`src/rtl/sat_block_accum_if.sv`:
```
// Handshake bundle for sat_block_accum: narrow sample input, block result output.
// Valid/ready: a transfer happens on a rising clk edge where valid && ready; the source
// holds valid and its payload until that edge, ready never waits on valid.
interface sat_block_accum_if #(
  parameter int IN_WIDTH  = 4,
  parameter int ACC_WIDTH = 8,
  parameter int BLOCK_LEN = 4
);
  localparam int CW = $clog2(BLOCK_LEN + 1);

  logic                        in_valid;
  logic                        in_ready;
  logic signed [IN_WIDTH-1:0]  in_data;
  logic                        out_valid;
  logic                        out_ready;
  logic signed [ACC_WIDTH-1:0] out_sum;
  logic [CW-1:0]               out_clip_cnt;
  logic                        out_ovf;
  logic                        dbg_full;

  modport master (
    output in_valid, in_data, out_ready,
    input  in_ready, out_valid, out_sum, out_clip_cnt, out_ovf, dbg_full
  );

  modport slave (
    input  in_valid, in_data, out_ready,
    output in_ready, out_valid, out_sum, out_clip_cnt, out_ovf, dbg_full
  );
endinterface

```
`src/rtl/sat_block_accum.sv`:
```
// Block-wise saturating accumulator for narrow signed samples; each block yields a
// saturated sum, a count of clipped input codes and a sticky overflow flag.
module sat_block_accum #(
  parameter int IN_WIDTH  = 4,
  parameter int ACC_WIDTH = 8,
  parameter int BLOCK_LEN = 4
) (
  input logic          clk,
  input logic          rst_b,
  sat_block_accum_if.slave bus
);
  localparam int CW = $clog2(BLOCK_LEN + 1);
  localparam int IW = (BLOCK_LEN > 1) ? $clog2(BLOCK_LEN) : 1;
  localparam logic [IW-1:0] IDX_LAST = IW'(BLOCK_LEN - 1);
  localparam logic signed [ACC_WIDTH:0] ACC_MAX = (ACC_WIDTH+1)'((1 <<< (ACC_WIDTH-1)) - 1);
  localparam logic signed [ACC_WIDTH:0] ACC_MIN = (ACC_WIDTH+1)'(-(1 <<< (ACC_WIDTH-1)));
  localparam logic signed [IN_WIDTH-1:0] IN_MAX = IN_WIDTH'((1 <<< (IN_WIDTH-1)) - 1);
  localparam logic signed [IN_WIDTH-1:0] IN_MIN = IN_WIDTH'(-(1 <<< (IN_WIDTH-1)));

  typedef enum logic {EMPTY = 1'b0, FULL = 1'b1} state_e;

  state_e                      state_q, state_d;
  logic signed [ACC_WIDTH-1:0] acc_q, acc_d;
  logic signed [ACC_WIDTH-1:0] sum_q, sum_d;
  logic [IW-1:0]               idx_q, idx_d;
  logic [CW-1:0]               clip_q, clip_d;
  logic [CW-1:0]               oclip_q, oclip_d;
  logic                        ovf_q, ovf_d;
  logic                        oovf_q, oovf_d;

  logic signed [ACC_WIDTH:0]   s_wide;
  logic signed [ACC_WIDTH-1:0] acc_sat;
  logic [CW-1:0]               clip_next;
  logic                        sat_hit, is_clip, is_last;
  logic                        in_ready, in_fire, out_fire;

  assign is_last  = (idx_q == IDX_LAST);
  // Only the block-closing sample needs a free output slot; all others flow freely.
  assign in_ready = (state_q == EMPTY) || !is_last || bus.out_ready;
  assign in_fire  = bus.in_valid && in_ready;
  assign out_fire = (state_q == FULL) && bus.out_ready;

  always_comb begin
    s_wide = {acc_q[ACC_WIDTH-1], acc_q}
           + {{(ACC_WIDTH+1-IN_WIDTH){bus.in_data[IN_WIDTH-1]}}, bus.in_data};
    sat_hit = 1'b0;
    acc_sat = s_wide[ACC_WIDTH-1:0];
    if (s_wide > ACC_MAX) begin
      acc_sat = ACC_MAX[ACC_WIDTH-1:0];
      sat_hit = 1'b1;
    end else if (s_wide < ACC_MIN) begin
      acc_sat = ACC_MIN[ACC_WIDTH-1:0];
      sat_hit = 1'b1;
    end
    is_clip   = (bus.in_data == IN_MAX) || (bus.in_data == IN_MIN);
    clip_next = clip_q + CW'(is_clip);

    state_d = state_q;
    acc_d   = acc_q;
    idx_d   = idx_q;
    clip_d  = clip_q;
    ovf_d   = ovf_q;
    sum_d   = sum_q;
    oclip_d = oclip_q;
    oovf_d  = oovf_q;

    if (out_fire) state_d = EMPTY;

    // A closing sample in FULL implies out_fire this cycle, so the reload wins.
    if (in_fire) begin
      if (is_last) begin
        sum_d   = acc_sat;
        oclip_d = clip_next;
        oovf_d  = ovf_q | sat_hit;
        state_d = FULL;
        acc_d   = '0;
        idx_d   = '0;
        clip_d  = '0;
        ovf_d   = 1'b0;
      end else begin
        acc_d  = acc_sat;
        idx_d  = idx_q + IW'(1);
        clip_d = clip_next;
        ovf_d  = ovf_q | sat_hit;
      end
    end
  end

  always_ff @(posedge clk or negedge rst_b) begin
    if (!rst_b) begin
      state_q <= EMPTY;
      acc_q   <= '0;
      idx_q   <= '0;
      clip_q  <= '0;
      ovf_q   <= 1'b0;
      sum_q   <= '0;
      oclip_q <= '0;
      oovf_q  <= 1'b0;
    end else begin
      state_q <= state_d;
      acc_q   <= acc_d;
      idx_q   <= idx_d;
      clip_q  <= clip_d;
      ovf_q   <= ovf_d;
      sum_q   <= sum_d;
      oclip_q <= oclip_d;
      oovf_q  <= oovf_d;
    end
  end

  assign bus.in_ready     = in_ready;
  assign bus.out_valid    = (state_q == FULL);
  assign bus.out_sum      = sum_q;
  assign bus.out_clip_cnt = oclip_q;
  assign bus.out_ovf      = oovf_q;
  assign bus.dbg_full     = (state_q == FULL);
endmodule

```
`src/flat_wrapper.sv`:
```
// flat-port wrapper written by rule: the top's interface ports become plain ports
module sat_block_accum_flat 
#(
  parameter int IN_WIDTH  = 4,
  parameter int ACC_WIDTH = 8,
  parameter int BLOCK_LEN = 4
)
  (clk, rst_b, bus_in_valid, bus_in_data, bus_out_ready, bus_in_ready, bus_out_valid, bus_out_sum, bus_out_clip_cnt, bus_out_ovf, bus_dbg_full);
  sat_block_accum_if #(.IN_WIDTH(IN_WIDTH), .ACC_WIDTH(ACC_WIDTH), .BLOCK_LEN(BLOCK_LEN)) bus_i ();
  input logic clk;
  input logic rst_b;
  input wire logic [$bits(bus_i.in_valid)-1:0] bus_in_valid;
  input wire logic [$bits(bus_i.in_data)-1:0] bus_in_data;
  input wire logic [$bits(bus_i.out_ready)-1:0] bus_out_ready;
  output wire logic [$bits(bus_i.in_ready)-1:0] bus_in_ready;
  output wire logic [$bits(bus_i.out_valid)-1:0] bus_out_valid;
  output wire logic [$bits(bus_i.out_sum)-1:0] bus_out_sum;
  output wire logic [$bits(bus_i.out_clip_cnt)-1:0] bus_out_clip_cnt;
  output wire logic [$bits(bus_i.out_ovf)-1:0] bus_out_ovf;
  output wire logic [$bits(bus_i.dbg_full)-1:0] bus_dbg_full;
  assign bus_i.in_valid = bus_in_valid;
  assign bus_i.in_data = bus_in_data;
  assign bus_i.out_ready = bus_out_ready;
  assign bus_in_ready = bus_i.in_ready;
  assign bus_out_valid = bus_i.out_valid;
  assign bus_out_sum = bus_i.out_sum;
  assign bus_out_clip_cnt = bus_i.out_clip_cnt;
  assign bus_out_ovf = bus_i.out_ovf;
  assign bus_dbg_full = bus_i.dbg_full;
  sat_block_accum #(.IN_WIDTH(IN_WIDTH), .ACC_WIDTH(ACC_WIDTH), .BLOCK_LEN(BLOCK_LEN)) u_core (.clk(clk), .rst_b(rst_b), .bus(bus_i));
endmodule
```
`config.mk`:
```
export PLATFORM = sky130hd
export DESIGN_NAME = sat_block_accum_flat
export DESIGN_NICKNAME = d
export VERILOG_FILES = /design/src/rtl/sat_block_accum_if.sv /design/src/rtl/sat_block_accum.sv /design/src/flat_wrapper.sv
export SDC_FILE = /design/constraint.sdc
export NUM_CORES = 1
export LEC_CHECK = 0
export CAP_MARGIN = 5
export CORE_MARGIN = 1
export CORE_UTILIZATION = 57
export CTS_CLUSTER_DIAMETER = 150
export DETAILED_ROUTE_END_ITERATION = 7
export PLACE_DENSITY = 0.85
export SYNTH_ARGS = -nofsm -noshare
export SYNTH_HDL_FRONTEND = slang
export SYNTH_SLANG_ARGS = --single-unit
```
`constraint.sdc`:
```
create_clock -name clk -period 5.6 [get_ports clk]
set_input_delay 1.12 -clock clk [delete_from_list [all_inputs] [get_ports clk]]
set_output_delay 1.12 -clock clk [all_outputs]
set_load 0.02 [all_outputs]
```
Word level (Yosys, flattened, before mapping)
Cells that the tools add are included.

cells by class
  bitwise operators = 2
  reductions and logical operators = 7
  add/sub/neg operators = 3
  $lt $le $gt $ge = 2
  equality and inequality tests = 3
  multiplexer cells = 11

operator list
  operator                                                               number
  8-bit two-way mux                                                      3
  8-bit by 4-bit adder with 9-bit output                                 1
  9-bit by 8-bit > comparator with 1-bit output (second input constant)  1
  9-bit by 8-bit < comparator with 1-bit output (second input constant)  1
  4-bit equality test (second input constant)                            2
  1-bit two-way mux                                                      6
  3-bit by 1-bit adder with 3-bit output                                 1
  1-bit logical OR                                                       3
  3-bit two-way mux                                                      1
  2-bit by 1-bit adder with 2-bit output (second input constant)         1
  2-bit equality test (second input constant)                            1
  1-bit logical AND                                                      2
  2-bit two-way mux                                                      1
  2-bit AND reduction                                                    1
  1-bit zero test                                                        1
  1-bit NOT                                                              1
  1-bit OR                                                               1

word-level totals
  bits in registers = 27
  logic and storage cells = 36
  output and inout bits = 15

Longest topological paths before layout
Gate-level depths: netlist of the first run.

  word-level depth = 6
  depth in mapped cells = 8
  gate-level depth less buffers = 7

Worst setup path after synthesis of the first run
OpenSTA, ideal clock, no wires.

  kind = input port to flip-flop
  start = input bus_in_data[0]
  end = register u_core.sum_q[2] (netlist: u_core.bus.out_sum[2])
  setup slack = 2.619 ns
  cell stages on the path = 7
  path buffers = 0
  data required time = 5.475 ns
  library setup time = 0.125 ns
  data arrival time = 2.857 ns
  cell sequence = ha_1 -> fa_1 -> a21o_2 -> a21boi_2 -> o221ai_2 -> maj3_2 -> mux2_2

between the ends
  cells in the longest elaborated chain, start to end = 4
  elaborated cells on any way between the ends = 5
  classes of those cells = add/sub: 1; order compare: 2; mux: 2

ends and longest elaborated chain
  what                                           RTL line                source
  start, declared                                flat_wrapper.sv:13      input wire logic [$bits(bus_i.in_data)-1:0] bus_in_data;
  8-bit by 4-bit adder with 9-bit output *       sat_block_accum.sv:45   + {{(ACC_WIDTH+1-IN_WIDTH){bus.in_data[IN_WIDTH-1]}}, bus.in_data};
  9-bit by 8-bit < comparator with 1-bit output  sat_block_accum.sv:51   end else if (s_wide < ACC_MIN) begin
  8-bit two-way mux                              sat_block_accum.sv:51
  8-bit two-way mux *                            sat_block_accum.sv:48   if (s_wide > ACC_MAX) begin
  end signal, assigned                           sat_block_accum.sv:105  sum_q <= sum_d;
  end, declared                                  sat_block_accum.sv:24   logic signed [ACC_WIDTH-1:0] sum_q, sum_d;

Every way passes the cells marked *; elsewhere a longest branch is shown, timed or not.
A chain may end at the register's enable or synchronous reset.

Worst setup path after layout of the first run
  start = input bus_out_ready
  end = output bus_in_ready

between the ends
  cells in the longest elaborated chain, start to end = 1

ends and longest elaborated chain
  what              RTL line               source
  start, declared   flat_wrapper.sv:14     input wire logic [$bits(bus_i.out_ready)-1:0] bus_out_ready;
  1-bit logical OR  sat_block_accum.sv:39  assign in_ready = (state_q == EMPTY) || !is_last || bus.out_ready;
  end, declared     flat_wrapper.sv:15     output wire logic [$bits(bus_i.in_ready)-1:0] bus_in_ready;

No other way between the ends.

==> results of run 1 <==
==> power breakdown <==
part | switching (mW) | leakage, nW | internal (mW)
sequential | 0.0597 | 0.331 | 0.288
clock | 0.0567 | 0.0150 | 0.0279
combinational | 0.373 | 0.489 | 0.321
==> registers in the layout (all words and copies together) (netlist names) <==
| name | cells |
|---|---|
| u_core.bus.out_ovf | 1 |
| u_core.bus.dbg_full | 1 |
| u_core.bus.out_clip_cnt | 3 |
| u_core.bus.out_sum | 8 |
| u_core.acc_q | 8 |
| u_core.ovf_q | 1 |
| u_core.idx_q | 2 |
| u_core.clip_q | 3 |
==> metal layers <==
metal | vias to the layer above | wire (um) | global-route usage [%]
met1 | 603 | 1378 | 30.44
li1 | 589 | - | -
met5 | - | 0 | 0
met3 | 4 | 123 | 7.062
met2 | 27 | 1651 | 45.12
met4 | 0 | 29 | 9.402
==> kinds of logic after synthesis <==
group | synth area share, %
xor gates and xnor gates | 3.384
and+or+nand+nor | 15.15
muxes | 3.545
adders and majority gates | 14.34
buffers and inverters | 2.901
DFF | 43.51
AOI/OAI and AO/OA | 17.16
==> layout make-up <==
type                       count  share of cell area [%]
multi-input combinational    114                   45.77
timing repair buffer          23                   12.53
sequential                    27                   37.16
tap                           30                   2.065
inverter                       5                   1.032
clock buffer                   4                   1.445
==> cell usage after synthesis (all sizes together), types with 3 or more instances <==
master / instances / area (um^2)
nand3: 4 / 20.02
o21ai: 15 / 78.83
dfrtp: 27 / 675.7
a21o: 3 / 23.77
nor2: 5 / 18.77
a22o: 4 / 35.03
a21oi: 3 / 18.77
maj3: 6 / 65.06
nand2b: 3 / 18.77
inv: 5 / 18.77
ha: 11 / 137.6
xor2: 4 / 35.03
nand2: 25 / 93.84
mux2: 4 / 45.04
==> stage by stage <==
stage / total power, mW / worst slack, ns
4_1_cts: 1.127 / 2.043
3_3_place_gp: 1.006 / 2.039
2_1_floorplan: 0.8440 / 2.619
6_report: 1.126 / 2.046
5_1_grt: 1.216 / 2.018
3_5_place_dp: 1.041 / 2.004
==> tightest hold or removal path, delay by kind of cell, from the launching register on <==
family           cells  cell delay (ns)
DFF                  1             0.37
and+or+nand+nor      2             0.10
==> worst max path at each step <==
stage                    from                           endpoint  slack, ns  cells after the start
2_1_floorplan  bus_in_data[0]  u_core.bus.out_sum[2]$_DFFE_PN0P_       2.62                      7
3_3_place_gp   bus_in_data[0]  u_core.bus.out_sum[2]$_DFFE_PN0P_       2.04                      8
3_5_place_dp   bus_in_data[3]  u_core.bus.out_sum[0]$_DFFE_PN0P_       2.00                      8
6_report        bus_out_ready                       bus_in_ready       2.05                      3
4_1_cts         bus_out_ready                       bus_in_ready       2.04                      3
5_1_grt         bus_out_ready                       bus_in_ready       2.02                      3
==> metrics.txt, run 1 <==
reg2reg start u_core.idx_q[0]$_DFFE_PN0P_; worst skew pair latency 0.33 ns; clock skew 0.02107 ns; sequential-to-total area share from yosys stat 43.51%; TritonCTS buffer count 3; Net Count, Synth 170; worst slew pin tran 0.6234 ns; CTS tree yes; Unique masters post-synth 47; hold_sp u_core.clip_q[0]$_DFFE_PN0P_; ys async rst share 100.0%; largest net degree at the start of global routing 28; Final setup viols 0; crit end category primary output; global-route wire length before repair 5388 um; Crit Path Max Fanout 3; max_slew headroom 58.28%; row count 18; top_reg_cell synth dfrtp_1; Slew Viols, Final 0; Yosys reg bits 27; DP Cell Count 199; CTS Hold Bufs 0; Setup TNS Final 0 ns; Synth Cell Area 0.001553 mm^2; commonest non-fill, non-tap cell in the layout dfrtp_1; reg2reg setup slack 3.18 ns; drt pass-1 iters 4; post-CTS sizing 0; status completed; Chip Height 54.19 um; Hold Crit Depth 2; per-cell routed wire length 15.67 um; grt ovf 0; DRT iter0 DRCs 18; Fin. Hold Viols 0; Hold Crit Class flop to flop; critical path, cell by cell clkdlybuf4s50_1, or3_1, clkdlybuf4s50_1; Fmax 281.3 MHz; core area 0.002522 mm^2; DP Area 0.001792 mm^2; DR DRC count 0; Sequential Area 675.6 um^2; H-tree Lvls 1; initial core utilization 61.56%; via/cell ratio 6.025; die area 0.002937 mm^2; Final min period 3.554 ns; Non-Filler Instances 203; worst r2r path cells 6; Critical Path RT 4.48 ns; Worst-path clk slew 0.13 ns; postcts setup bufs 0; Max VDD drop 440.6 uV; io pins 23; worst r2r dst u_core.bus.out_sum[0]$_DFFE_PN0P_; die width 54.19 um; critical path launch point type input pin; WHS Endpoint u_core.clip_q[0]$_DFFE_PN0P_; final core utilization 72.07%; Yosys warning total 0; Antenna diodes 0; most frequent cells in the layout 27 x dfrtp_1, 25 x nand2_1, 22 x clkdlybuf4s50_1; Nets 194; PortBufs 22; Vias 1223; clock tree buffer depth 2; fillcell total 194; Layout area overhead 17.08%; Syn Area/Cell 10.35 um^2; Crit path max-delay family buffers and inverters; crit share post-route 63.47%; Post-synth EDFFs 0; HPWL Detailed 2442 um; Critical-path top delay cell clkdlybuf4s50_1; Multi-input gate area 832.0 um^2; CP Class input pin to primary output; routability cong. 0.7876; cell mode on critical path clkdlybuf4s50_1; Total GRT Usage 26.05%; WHS 0.4908 ns; Leak 0.8350 nW; vias in the first global route 1262; Routed WL 3182 um; Final Cell Area 0.001818 mm^2; P per Cell Area 619.4 mW/mm^2; CTS root buf clkbuf_4; CP max stage delay 0.56 ns; post-route ant nets 0; RSZ-0062 raised after global routing no; CP arrival 2.43 ns; CP Buf/Inv Count 2; layout cells sized above 1 12.14%; initial antenna violation count 0; Gate Count Post-Synth 150; Clock Sink Count 27; Max Cap Viol 0
(Power assumes the default switching activity.)
==> inputs of run 2 (changes only) <==
- CORE_UTILIZATION: 57 -> 53
- PLACE_DENSITY: 0.85 -> 0.8
- clock period: 5.6 -> 3.35 ns (I/O delays scaled with it)
==> run 2 against run 1 <==
Sequential share of layout area fell by 0.33 points. Routed wire length down 3.0%. Final cell count grew 1.5%. Hold slack lost 0.0018 ns. Sequential cell count unchanged. Total power up 65%. Register-to-register slack got worse by 2.2 ns. First-iteration DRC count grew 22%. Core utilization down 5.6 points. Critical endpoint is now u_core.bus.out_sum[2]$_DFFE_PN0P_. Largest power group unchanged.
==> metrics.txt, run 2 (synthesis gave the netlist of run 1 again) <==
Gate power share 61.8%; HPWL Detailed 2413 um; via/cell ratio 5.801; CP endpoint u_core.bus.out_sum[2]$_DFFE_PN0P_; RSZ-0062 raised after global routing no; dpl ws 0.1561 ns; Internal 1.070 mW; clock power share 7.2%; Critical-path top delay cell clkdlybuf4s50_1; initial antenna violation count 0; CTS tree yes; Clock Sink Count 27; most frequent cells in the layout 27 x dfrtp_1, 25 x nand2_1, 22 x clkdlybuf4s50_1; worst slew pin tran 0.4732 ns; Hold Crit Class flop to flop; post-route ant nets 0; die area 0.003150 mm^2; CP Class input pin to flop; clock tree buffer depth 2; row count 19; routability cong. 0.7778; CP startpoint bus_in_data[3]; DP Area 0.001808 mm^2; DP Cell Count 202; Non-Filler Instances 206; core area 0.002758 mm^2; Setup TNS Final 0 ns; drt pass-1 iters 4; post-CTS sizing 0; final core utilization 66.52%; Max VDD drop 719.4 uV; CP max stage delay 0.55 ns; Max Cap Viol 0; max_slew headroom 68.36%; Total GRT Usage 21.61%; Switch Pwr 0.7889 mW; Final min period 2.871 ns; reg2reg setup slack 0.94 ns; Final setup viols 0; worst r2r dst u_core.bus.out_sum[2]$_DFFE_PN0P_; Switching Fraction 42.44%; Final Cell Area 0.001834 mm^2; WHS 0.4891 ns; Worst-path clk slew 0.13 ns; Fin. Hold Viols 0; vias in the first global route 1191; Final Power 1.859 mW; worst r2r path cells 7; Leak 0.8451 nW; clock skew 0.005082 ns; Layout area overhead 18.13%; die width 56.13 um; met1 wire length 1457 um; Vias 1195; P per Cell Area 1013 mW/mm^2; metal3 WL 101 um; worst skew pair latency 0.32 ns; Fmax 348.3 MHz; PortBufs 22; H-tree Lvls 1; crit share post-route 85.71%; reg2reg start u_core.acc_q[0]$_DFFE_PN0P_; Reg power frac 31.0%; CTS Hold Bufs 0; io pins 23; TritonCTS buffer count 3; layout cells sized above 1 13.14%; Routed WL 3085 um; slack of the critical path 0.4788 ns; fillcell total 229; global-route wire length before repair 5354 um; per-cell routed wire length 14.98 um; initial core utilization 56.31%; Chip Height 56.13 um; Critical Path RT 3.56 ns; status completed; CP arrival 3.09 ns; DR DRC count 0; grt ovf 0; Antenna diodes 0; CTS root buf clkbuf_4; postcts setup bufs 0; Nets 196; Slew Viols, Final 0; Crit Path Max Fanout 7; DRT iter0 DRCs 22; critical path, cell by cell clkdlybuf4s50_1, ha_1, a21o_1, a21oi_2, a21boi_2, o221ai_2, maj3_2, mux2_2; largest net degree at the start of global routing 28; crit end category flop; Max Used Layer met4; commonest non-fill, non-tap cell in the layout dfrtp_1; metal2 WL 1516 um; critical path launch point type input pin
run 2: cell count changes in the layout (fill, tap and decap cells not counted), sizes merged:
cell / before / now
buf: 1 / 3
run 2: worst max-delay path: cells and delay by family:
family,cells,cell delay [ns]
buf+inv,1,0.55
compound gates,4,0.79
mux,1,0.26
fa+ha+maj,2,0.80
run 2: worst min path at each step:
stage / slack (ns) / depth (start not counted) / to / startpoint
3_3_place_gp: 0.46 / 2 / u_core.clip_q[0]$_DFFE_PN0P_ / u_core.clip_q[0]$_DFFE_PN0P_
4_1_cts: 0.50 / 2 / u_core.bus.out_clip_cnt[0]$_DFFE_PN0P_ / u_core.bus.out_clip_cnt[0]$_DFFE_PN0P_
5_1_grt: 0.51 / 2 / u_core.bus.out_clip_cnt[0]$_DFFE_PN0P_ / u_core.bus.out_clip_cnt[0]$_DFFE_PN0P_
2_1_floorplan: 0.37 / 0 / u_core.acc_q[0]$_DFFE_PN0P_ / rst_b
3_5_place_dp: 0.46 / 2 / u_core.bus.out_clip_cnt[0]$_DFFE_PN0P_ / u_core.bus.out_clip_cnt[0]$_DFFE_PN0P_
6_report: 0.49 / 2 / u_core.bus.out_clip_cnt[0]$_DFFE_PN0P_ / u_core.bus.out_clip_cnt[0]$_DFFE_PN0P_
run 2: layout make-up:
type / count / area, um^2 / area share, %
timing repair buffer: 25 / 242.7 / 13.23
inverter: 5 / 18.77 / 1.023
multi-input combinational: 114 / 832.0 / 45.36
tap: 31 / 38.79 / 2.115
clock buffer: 4 / 26.28 / 1.432
sequential: 27 / 675.6 / 36.83
run 2: layer usage:
layer | GRT usage (%) | up-vias
li1 | - | 588
met1 | 28.77 | 585
met2 | 37.24 | 20
met3 | 4.419 | 2
met4 | 3.136 | 0
met5 | 0 | -
run 2: power by group through the flow:
stage / clock network, mW / logic [mW] / registers (mW)
2_1_floorplan: 0 / 0.761 / 0.650
3_3_place_gp: 0 / 1.11 / 0.577
3_5_place_dp: 0 / 1.15 / 0.583
4_1_cts: 0.142 / 1.16 / 0.577
5_1_grt: 0.152 / 1.26 / 0.594
6_report: 0.134 / 1.15 / 0.576
